==> src/rtl/datamem_arbiter.sv <==
// Round-robin arbiter sharing one single-ported data memory between a CPU port (m0)
// and a debug/loader port (m1); each grant is one IDLE -> SERVE -> ACK access.
module datamem_arbiter #(
  parameter int ADDR_W = 32,
  parameter int DATA_W = 32
) (
  input  logic              clk,
  input  logic              rst,
  input  logic              m0_req,
  input  logic              m0_we,
  input  logic [ADDR_W-1:0] m0_addr,
  input  logic [DATA_W-1:0] m0_wdata,
  output logic              m0_ack,
  output logic [DATA_W-1:0] m0_rdata,
  input  logic              m1_req,
  input  logic              m1_we,
  input  logic [ADDR_W-1:0] m1_addr,
  input  logic [DATA_W-1:0] m1_wdata,
  output logic              m1_ack,
  output logic [DATA_W-1:0] m1_rdata,
  output logic              mem_ce,
  output logic              mem_we,
  output logic [ADDR_W-1:0] mem_addr,
  output logic [DATA_W-1:0] mem_wdata,
  input  logic [DATA_W-1:0] mem_rdata
);

  typedef enum logic [1:0] {
    S_IDLE  = 2'd0,
    S_SERVE = 2'd1,
    S_ACK   = 2'd2
  } state_t;

  state_t              r_state;
  state_t              w_next;
  logic                r_last;
  logic                r_gnt;
  logic                r_we;
  logic [ADDR_W-1:0]   r_addr;
  logic [DATA_W-1:0]   r_wdata;
  logic [DATA_W-1:0]   r_m0_rdata;
  logic [DATA_W-1:0]   r_m1_rdata;
  logic                w_any_req;
  logic                w_grant_id;

  assign w_any_req = m0_req | m1_req;

  // On a tie the port that did not win last time is granted.
  always_comb begin
    w_grant_id = 1'b0;
    if (m0_req && m1_req) w_grant_id = ~r_last;
    else if (m1_req)      w_grant_id = 1'b1;
  end

  // NOTE: state is updated with non-blocking assignments so every flop samples
  // pre-edge values; blocking here would create order-dependent simulation races.
  always_ff @(posedge clk) begin
    if (!rst) r_state <= S_IDLE;
    else      r_state <= w_next;
  end

  // NOTE: w_next gets a default before the case so no path leaves it unassigned,
  // which would otherwise infer a latch.
  always_comb begin
    w_next = r_state;
    case (r_state)
      S_IDLE:  if (w_any_req) w_next = S_SERVE;
      S_SERVE: w_next = S_ACK;
      S_ACK:   w_next = S_IDLE;
      default: w_next = S_IDLE;
    endcase
  end

  always_comb begin
    mem_ce = 1'b0;
    mem_we = 1'b0;
    m0_ack = 1'b0;
    m1_ack = 1'b0;
    case (r_state)
      S_SERVE: begin
        mem_ce = 1'b1;
        mem_we = r_we;
      end
      S_ACK: begin
        m0_ack = ~r_gnt;
        m1_ack = r_gnt;
      end
      default: ;
    endcase
  end

  // Request fields are latched only at grant, so later requester changes are ignored.
  always_ff @(posedge clk) begin
    if (!rst) begin
      r_last     <= 1'b1;
      r_gnt      <= 1'b0;
      r_we       <= 1'b0;
      r_addr     <= '0;
      r_wdata    <= '0;
      r_m0_rdata <= '0;
      r_m1_rdata <= '0;
    end else begin
      if (r_state == S_IDLE && w_any_req) begin
        r_gnt   <= w_grant_id;
        r_we    <= w_grant_id ? m1_we    : m0_we;
        r_addr  <= w_grant_id ? m1_addr  : m0_addr;
        r_wdata <= w_grant_id ? m1_wdata : m0_wdata;
      end
      if (r_state == S_SERVE) begin
        r_last <= r_gnt;
        if (!r_we) begin
          if (r_gnt) r_m1_rdata <= mem_rdata;
          else       r_m0_rdata <= mem_rdata;
        end
      end
    end
  end

  assign mem_addr  = r_addr;
  assign mem_wdata = r_wdata;
  assign m0_rdata  = r_m0_rdata;
  assign m1_rdata  = r_m1_rdata;

endmodule

==> config.mk <==
export PLATFORM = sky130hd
export DESIGN_NAME = datamem_arbiter
export DESIGN_NICKNAME = d
export VERILOG_FILES = /design/src/rtl/datamem_arbiter.sv
export SDC_FILE = /design/constraint.sdc
export NUM_CORES = 1
export LEC_CHECK = 0
export ABC_AREA = 0
export CELL_PAD_IN_SITES_DETAIL_PLACEMENT = 1
export CELL_PAD_IN_SITES_GLOBAL_PLACEMENT = 1
export CORE_UTILIZATION = 32
export CTS_BUF_LIST = sky130_fd_sc_hd__clkbuf_8
export CTS_CLUSTER_SIZE = 10
export DETAILED_ROUTE_END_ITERATION = 7
export PLACE_DENSITY = 0.91
export SLEW_MARGIN = 20
export SYNTH_ARGS = -nofsm -noshare
export SYNTH_HDL_FRONTEND = slang
export SYNTH_SLANG_ARGS = --single-unit
==> constraint.sdc <==
create_clock -name clk -period 4 [get_ports clk]
set_input_delay 0.6 -clock clk [delete_from_list [all_inputs] [get_ports clk]]
set_output_delay 0.6 -clock clk [all_outputs]
set_load 0.01 [all_outputs]
==> flow_metrics.env, run 1 <==
export IMPL_outcome="finished with violations"
export IMPL_failed_checks="design-rule violations"
export IMPL_crit_end_category="output pin"
export IMPL_finalWorstPathRequiredPeriod_ns=2.59
export IMPL_final_hold_viol_count=0
export IMPL_synthDominantAreaCellType="sky130_fd_sc_hd__dfxtp_1"
export IMPL_postSynthRegisterBits=133
export IMPL_grt_first_pass_wirelength_um=33700
export IMPL_post_place_setup_slack_ns=1.40
export IMPL_drc=38
export IMPL_post_cts_resized=0
export IMPL_cts_root_to_sink_buffers=2
export IMPL_place_port_buffers=297
export IMPL_max_slew_margin=0.316
export IMPL_detail_route_iter0_violations=308
export IMPL_floorplan_die_area_mm2=0.0191
export IMPL_synth_top_cell_area_share=0.449
export IMPL_r2r_end="m0_rdata[0]$_SDFFE_PN0P_"
export IMPL_ant_nets=0
export IMPL_cts_setup_buffers=0
export IMPL_dp_cells=1138
export IMPL_syn_area_per_cell_um2=8.78
export IMPL_synth_seq_area_share=0.449
export IMPL_floorplan_die_height_um=138
export IMPL_tightest_slew_ns=1.03
export IMPL_setup_total_negative_slack_ns=0
export IMPL_cts_buffers_inserted=17
export IMPL_final_max_slew_violation_count=0
export IMPL_finalSetupViolCount=0
export IMPL_core_area_mm2=0.0181
export IMPL_skew_ns=0.0222
export IMPL_synth_area_leaders="sky130_fd_sc_hd__dfxtp_1 (45%), sky130_fd_sc_hd__a311oi_2 (13%), sky130_fd_sc_hd__nand2_1 (12%)"
export IMPL_route_detailed_wl_per_inst_um=18.1
export IMPL_dieWidth_um=138
export IMPL_rows=49
export IMPL_grt_start_max_net_pins=106
export IMPL_fin_area_mm2=0.00926
export IMPL_tritoncts="yes"
export IMPL_r2r_slack_ns=2.13
export IMPL_netlist_instances=676
export IMPL_n_fill_cell=2071
export IMPL_mostFrequentLayoutCells="sky130_fd_sc_hd__clkdlybuf4s50_1 (296), sky130_fd_sc_hd__nand2_1 (195), sky130_fd_sc_hd__dfxtp_1 (133)"
export IMPL_route_detailed_vias_per_inst=5.14
export IMPL_hold_ws_ns=0.462
export IMPL_cts_root_buffer_cell="sky130_fd_sc_hd__clkbuf_8"
export IMPL_areaGrowthSynthToFinish_pct=56.1
export IMPL_reg2reg_depth=3
export IMPL_critical_path_max_fanout=7
export IMPL_synth_cell_type_count=30
export IMPL_synth_net_count=842
export IMPL_leakagePower_nw=3.28
export IMPL_max_clock_freq_mhz=386
export IMPL_postCtsHoldBufs=0
export IMPL_place_gp_congestion=0.767
export IMPL_clk_latency_ns=0.46
export IMPL_initial_antenna_violation_count=0
export IMPL_first_global_vias=6222
export IMPL_worst_hold_class="flip-flop to flip-flop"
export IMPL_dr_pass1_iters=8
export IMPL_ys_warnings_count=0
export IMPL_period_share=0.648
export IMPL_mostFrequentLayoutCell="sky130_fd_sc_hd__clkdlybuf4s50_1"
export IMPL_clock_sinks=133
export IMPL_htree_num_levels=4
export IMPL_rr_startpoint="r_state[0]$_SDFFE_PN0P_"
export IMPL_wirelength_um=21200
export IMPL_postLayoutSetupSlackWorst_ns=1.41
export IMPL_hold_path_depth=2
export IMPL_holdPathEnd="m0_rdata[24]$_SDFFE_PN0P_"
export IMPL_io_pin_count=298
export IMPL_grt_ovfl_total=0
export IMPL_clkSlewWorstSetupHoldPaths_ns=0.08
export IMPL_synth_area_mm2=0.00593
export IMPL_fin_nets=1094
export IMPL_setup_repair_after_global_routing_missed_its_margin="false"
export IMPL_critical_path_required_ns=3.40
export IMPL_initial_utilization=0.328
export IMPL_p_per_area_mw_per_mm2=374
export IMPL_drv_max_cap_violation_count=0
export IMPL_worst_endpoint_arrival_ns=1.99
export IMPL_vdd_ir_drop_max_mv=0.215
export IMPL_placed_cell_area_mm2=0.00889
export IMPL_setup_worst_path_start_class="flip-flop"
export IMPL_grt_total_usage=0.223
export IMPL_num_antenna_cells=0
export IMPL_post_dp_hpwl_um=14700
export IMPL_drive_gt1_frac=0.148
export IMPL_num_vias=6015
export IMPL_min_delay_src="m0_rdata[24]$_SDFFE_PN0P_"
export IMPL_stdcell_count=1170
export IMPL_criticalPathCategory="flip-flop to output pin"
## critical path, stage by stage, from the launching register on
cell and delay (ns):
sky130_fd_sc_hd__dfxtp_1 0.49, sky130_fd_sc_hd__nor2b_1 0.33, sky130_fd_sc_hd__and2_1 0.17, sky130_fd_sc_hd__clkdlybuf4s50_1 0.55
## kinds of logic (layout without fill, tap and decap cells)
logic type / count (synthesis) / count (layout) / share of synthesized area
AOI/OAI and AO/OA: 198 / 198 / 0.283
buffers and inverters: 73 / 338 / 0.0677
and+or+nand+nor: 271 / 271 / 0.198
DFF: 133 / 133 / 0.449
muxes: 1 / 1 / 0.00169
## cell usage after synthesis
library cell               number
sky130_fd_sc_hd__o21ai_2       32
sky130_fd_sc_hd__nor3_1         1
sky130_fd_sc_hd__nand3_1       56
sky130_fd_sc_hd__or2_1          1
sky130_fd_sc_hd__dfxtp_1      133
sky130_fd_sc_hd__a311oi_2      50
sky130_fd_sc_hd__a21boi_0       1
sky130_fd_sc_hd__nor3b_1        1
sky130_fd_sc_hd__o21ai_0       32
sky130_fd_sc_hd__mux2i_1        1
sky130_fd_sc_hd__inv_1          1
sky130_fd_sc_hd__buf_6         12
sky130_fd_sc_hd__and3b_1        1
sky130_fd_sc_hd__buf_4          3
sky130_fd_sc_hd__a311oi_1      15
sky130_fd_sc_hd__a21boi_1       1
sky130_fd_sc_hd__a21oi_1       65
sky130_fd_sc_hd__nor2b_1        1
sky130_fd_sc_hd__clkbuf_1      32
sky130_fd_sc_hd__a21bo_2        1
sky130_fd_sc_hd__or4b_1         1
sky130_fd_sc_hd__nand2_1      195
sky130_fd_sc_hd__o21a_1         1
sky130_fd_sc_hd__nand3_2        8
sky130_fd_sc_hd__and2_1         3
sky130_fd_sc_hd__buf_2         21
sky130_fd_sc_hd__and3_1         1
sky130_fd_sc_hd__nor2_1         1
sky130_fd_sc_hd__buf_1          4
sky130_fd_sc_hd__and4bb_2       1
## registers in the layout, summed over array words and instances (netlist names)
register	cells
m0_rdata	32
m1_rdata	32
mem_addr	32
mem_wdata	32
r_state	2
r_gnt	1
r_last	1
r_we	1
## area by class of cell
cell class	count	area [µm²]	area share
Multi-Input combinational cell	470	2890	0.312
Sequential cell	133	2660	0.287
Inverter	1	5.00	0.000540
Clock inverter	15	139	0.0150
Tap cell	229	287	0.0309
Clock buffer	17	234	0.0253
Timing Repair Buffer	305	3040	0.329
## layer usage
| layer | vias to the layer above | wire length, µm | global-route usage |
|---|---|---|---|
| met4 | 0 | 610 | 0.0887 |
| li1 | 2898 | - | - |
| met1 | 2842 | 8370 | 0.255 |
| met5 | - | 0 | 0 |
| met2 | 235 | 10400 | 0.384 |
| met3 | 40 | 1770 | 0.0748 |
## report_power, final
group	switching, mW	total (mW)	internal, mW
Sequential	0.0648	1.50	1.43
Clock	0.642	1.10	0.456
Combinational	0.423	0.874	0.451
## stage by stage
| step | util | total power [mW] |
|---|---|---|
| global route | 0.512 | 3.64 |
| global placement | 0.492 | 2.38 |
| floorplan | - | 1.95 |
| finish | 0.512 | 3.47 |
| CTS | 0.512 | 3.51 |
| detailed placement | 0.492 | 2.40 |
## how the worst max path moves through the flow
stage,start,end,slack [ns]
after global routing,r_state[0]$_SDFFE_PN0P_,mem_we,1.30
after CTS,r_state[0]$_SDFFE_PN0P_,mem_we,1.33
after detailed placement,m1_req,mem_wdata[30]$_SDFFE_PN0P_,1.40
after global placement,m1_req,mem_wdata[19]$_SDFFE_PN0P_,1.47
final,r_state[0]$_SDFFE_PN0P_,mem_we,1.41
after floorplan,m1_req,mem_wdata[11]$_SDFFE_PN0P_,2.37
Power figures use the tool's default switching activity.
==> run 2, diff against run 1 <==
CORE_UTILIZATION = 29   (was 32)
PLACE_DENSITY = 0.84   (was 0.91)
clock period = 2.4 ns   (was 4 ns; I/O delays follow)
==> run 2 against run 1 <==
Compared with the run above: the flow now finishes without violations; core utilization fell by 3.1 points; sequential cell count did not move; first-iteration DRC count fell by 36%; highest routed layer unchanged; total power rose by 79%; worst setup slack got worse by 1.3 ns; via count fell by 0.78%; final cell count rose by 3.8%; critical path type unchanged; wire length rose by 2.1%; sequential share of layout area fell by 0.78 points.
==> flow_metrics.env, run 2 (same netlist as run 1, synthesis figures left out) <==
export IMPL_grt_start_max_net_pins=132
export IMPL_clock_sinks=133
export IMPL_route_detailed_wl_per_inst_um=17.8
export IMPL_timing_critical_path_max_delay_family="buffers and inverters"
export IMPL_detail_route_iter0_violations=196
export IMPL_post_place_setup_slack_ns=0.264
export IMPL_final_hold_viol_count=0
export IMPL_htree_num_levels=4
export IMPL_mostFrequentLayoutCell="sky130_fd_sc_hd__clkdlybuf4s50_1"
export IMPL_dr_pass1_iters=4
export IMPL_first_global_vias=6143
export IMPL_setup_worst_path_start_class="flip-flop"
export IMPL_placed_cell_area_mm2=0.00905
export IMPL_outcome="finished, final reports clean"
export IMPL_clk_latency_ns=0.44
export IMPL_mostFrequentLayoutCells="sky130_fd_sc_hd__clkdlybuf4s50_1 (296), sky130_fd_sc_hd__nand2_1 (195), sky130_fd_sc_hd__dfxtp_1 (133)"
export IMPL_core_area_mm2=0.0198
export IMPL_wirelength_um=21600
export IMPL_floorplan_die_area_mm2=0.0210
export IMPL_max_clock_freq_mhz=443
export IMPL_fin_area_mm2=0.00952
export IMPL_worst_path_largest_cell_delay_ns=0.58
export IMPL_postLayoutSetupSlackWorst_ns=0.144
export IMPL_setup_total_negative_slack_ns=0
export IMPL_hold_ws_ns=0.232
export IMPL_finish_utilization=0.481
export IMPL_cts_root_buffer_cell="sky130_fd_sc_hd__clkbuf_8"
export IMPL_drc=0
export IMPL_grt_total_usage=0.205
export IMPL_leakagePower_nw=3.39
export IMPL_final_max_slew_violation_count=0
export IMPL_initial_utilization=0.300
export IMPL_finalSetupViolCount=0
export IMPL_place_gp_congestion=0.758
export IMPL_dp_cells=1183
export IMPL_critical_path_max_fanout=7
export IMPL_worst_hold_class="input pin to flip-flop"
export IMPL_floorplan_die_height_um=145
export IMPL_cts_root_to_sink_buffers=2
export IMPL_period_share=0.940
export IMPL_critical_path_required_ns=2.04
export IMPL_finalWorstPathRequiredPeriod_ns=2.26
export IMPL_grt_first_pass_wirelength_um=33900
export IMPL_areaGrowthSynthToFinish_pct=60.5
export IMPL_n_fill_cell=2287
export IMPL_setup_repair_after_global_routing_missed_its_margin="false"
export IMPL_fin_nets=1103
export IMPL_drive_gt1_frac=0.156
export IMPL_timing_critical_path_buf_inv=1
export IMPL_criticalPathCategory="flip-flop to output pin"
export IMPL_critical_path_startpoint="r_state[0]$_SDFFE_PN0P_"
export IMPL_initial_antenna_violation_count=1
export IMPL_io_pin_count=298
export IMPL_stdcell_count=1215
export IMPL_max_slew_margin=0.365
export IMPL_crit_end_category="output pin"
export IMPL_rr_startpoint="r_state[0]$_SDFFE_PN0P_"
export IMPL_ant_nets=0
export IMPL_grt_ovfl_total=0
export IMPL_total_power_after_layout_mw=6.21
export IMPL_place_port_buffers=297
export IMPL_tightest_slew_ns=0.953
export IMPL_skew_ns=0.0155
export IMPL_tritoncts="yes"
export IMPL_path_cells="nor2b_2 > and2_1 > clkdlybuf4s50_1"
export IMPL_cts_buffers_inserted=17
export IMPL_critical_path_slowest_cell="sky130_fd_sc_hd__clkdlybuf4s50_1"
export IMPL_dieWidth_um=145
export IMPL_seqCellArea_mm2=0.00266
export IMPL_rows=51
export IMPL_drv_max_cap_violation_count=0
export IMPL_min_delay_src="rst"
export IMPL_post_dp_hpwl_um=15400
export IMPL_p_per_area_mw_per_mm2=653
export IMPL_vdd_ir_drop_max_mv=0.335
export IMPL_worst_endpoint_arrival_ns=1.90
export IMPL_num_vias=5968
export IMPL_route_detailed_vias_per_inst=4.91
export IMPL_clkSlewWorstSetupHoldPaths_ns=0.07
export IMPL_multi_input_area_mm2=0.00290
-- run 2: cell count changes in the layout (fill, tap and decap cells not counted), moves of 2 or more --
cell	change
sky130_fd_sc_hd__inv_8	-2
sky130_fd_sc_hd__inv_6	-6
sky130_fd_sc_hd__buf_4	+5
sky130_fd_sc_hd__buf_12	+4
sky130_fd_sc_hd__clkinv_2	+2
sky130_fd_sc_hd__clkinvlp_4	-2
sky130_fd_sc_hd__clkbuf_8	+2
sky130_fd_sc_hd__bufinv_16	+5
-- run 2: layer usage --
metal	routed length, µm	up-vias	track usage
li1	-	2908	-
met1	8930	2795	0.237
met2	10600	230	0.348
met3	1510	35	0.0648
met4	577	0	0.0851
met5	0	-	0
-- run 2: final cells by class --
| class | count | share of cell area |
|---|---|---|
| clock inverters | 12 | 0.0212 |
| diodes | 1 | 0.000263 |
| multi-input cells | 470 | 0.304 |
| well taps | 265 | 0.0348 |
| flip-flops and latches | 133 | 0.280 |
| inverters | 1 | 0.000526 |
| repair buffers | 314 | 0.332 |
| clock buffers | 19 | 0.0275 |
-- run 2: path summary, 6_finish.rpt --
path / endpoint / slack [ns] / depth (start not counted)
worst min-delay path: r_state[0]$_SDFFE_PN0P_ / 0.23 / 2
worst max register to register: m0_rdata[6]$_SDFFE_PN0P_ / 0.54 / 3
worst min register to register: m1_rdata[13]$_SDFFE_PN0P_ / 0.46 / 2
worst max-delay path: mem_we / 0.14 / 3
-- run 2: what timing repair did --
item / in CTS / in global routing
setup endpoints to repair: 0 / 1
gates resized for setup: 0 / 1
hold buffers: 0 / 0
setup buffers: 0 / 0
-- run 2: report_power, final --
part | switching, mW | total, mW | internal, mW
registers | 0.108 | 2.49 | 2.38
clock network | 0.933 | 2.22 | 1.29
logic | 0.715 | 1.50 | 0.782
total | 1.76 | 6.21 | 4.46
==> run 3, diff against run 2 <==
HOLD_SLACK_MARGIN = 0.02   (was default)
==> results of run 3 <==
Final layout, timing and power as in run 2 (identical DEF).
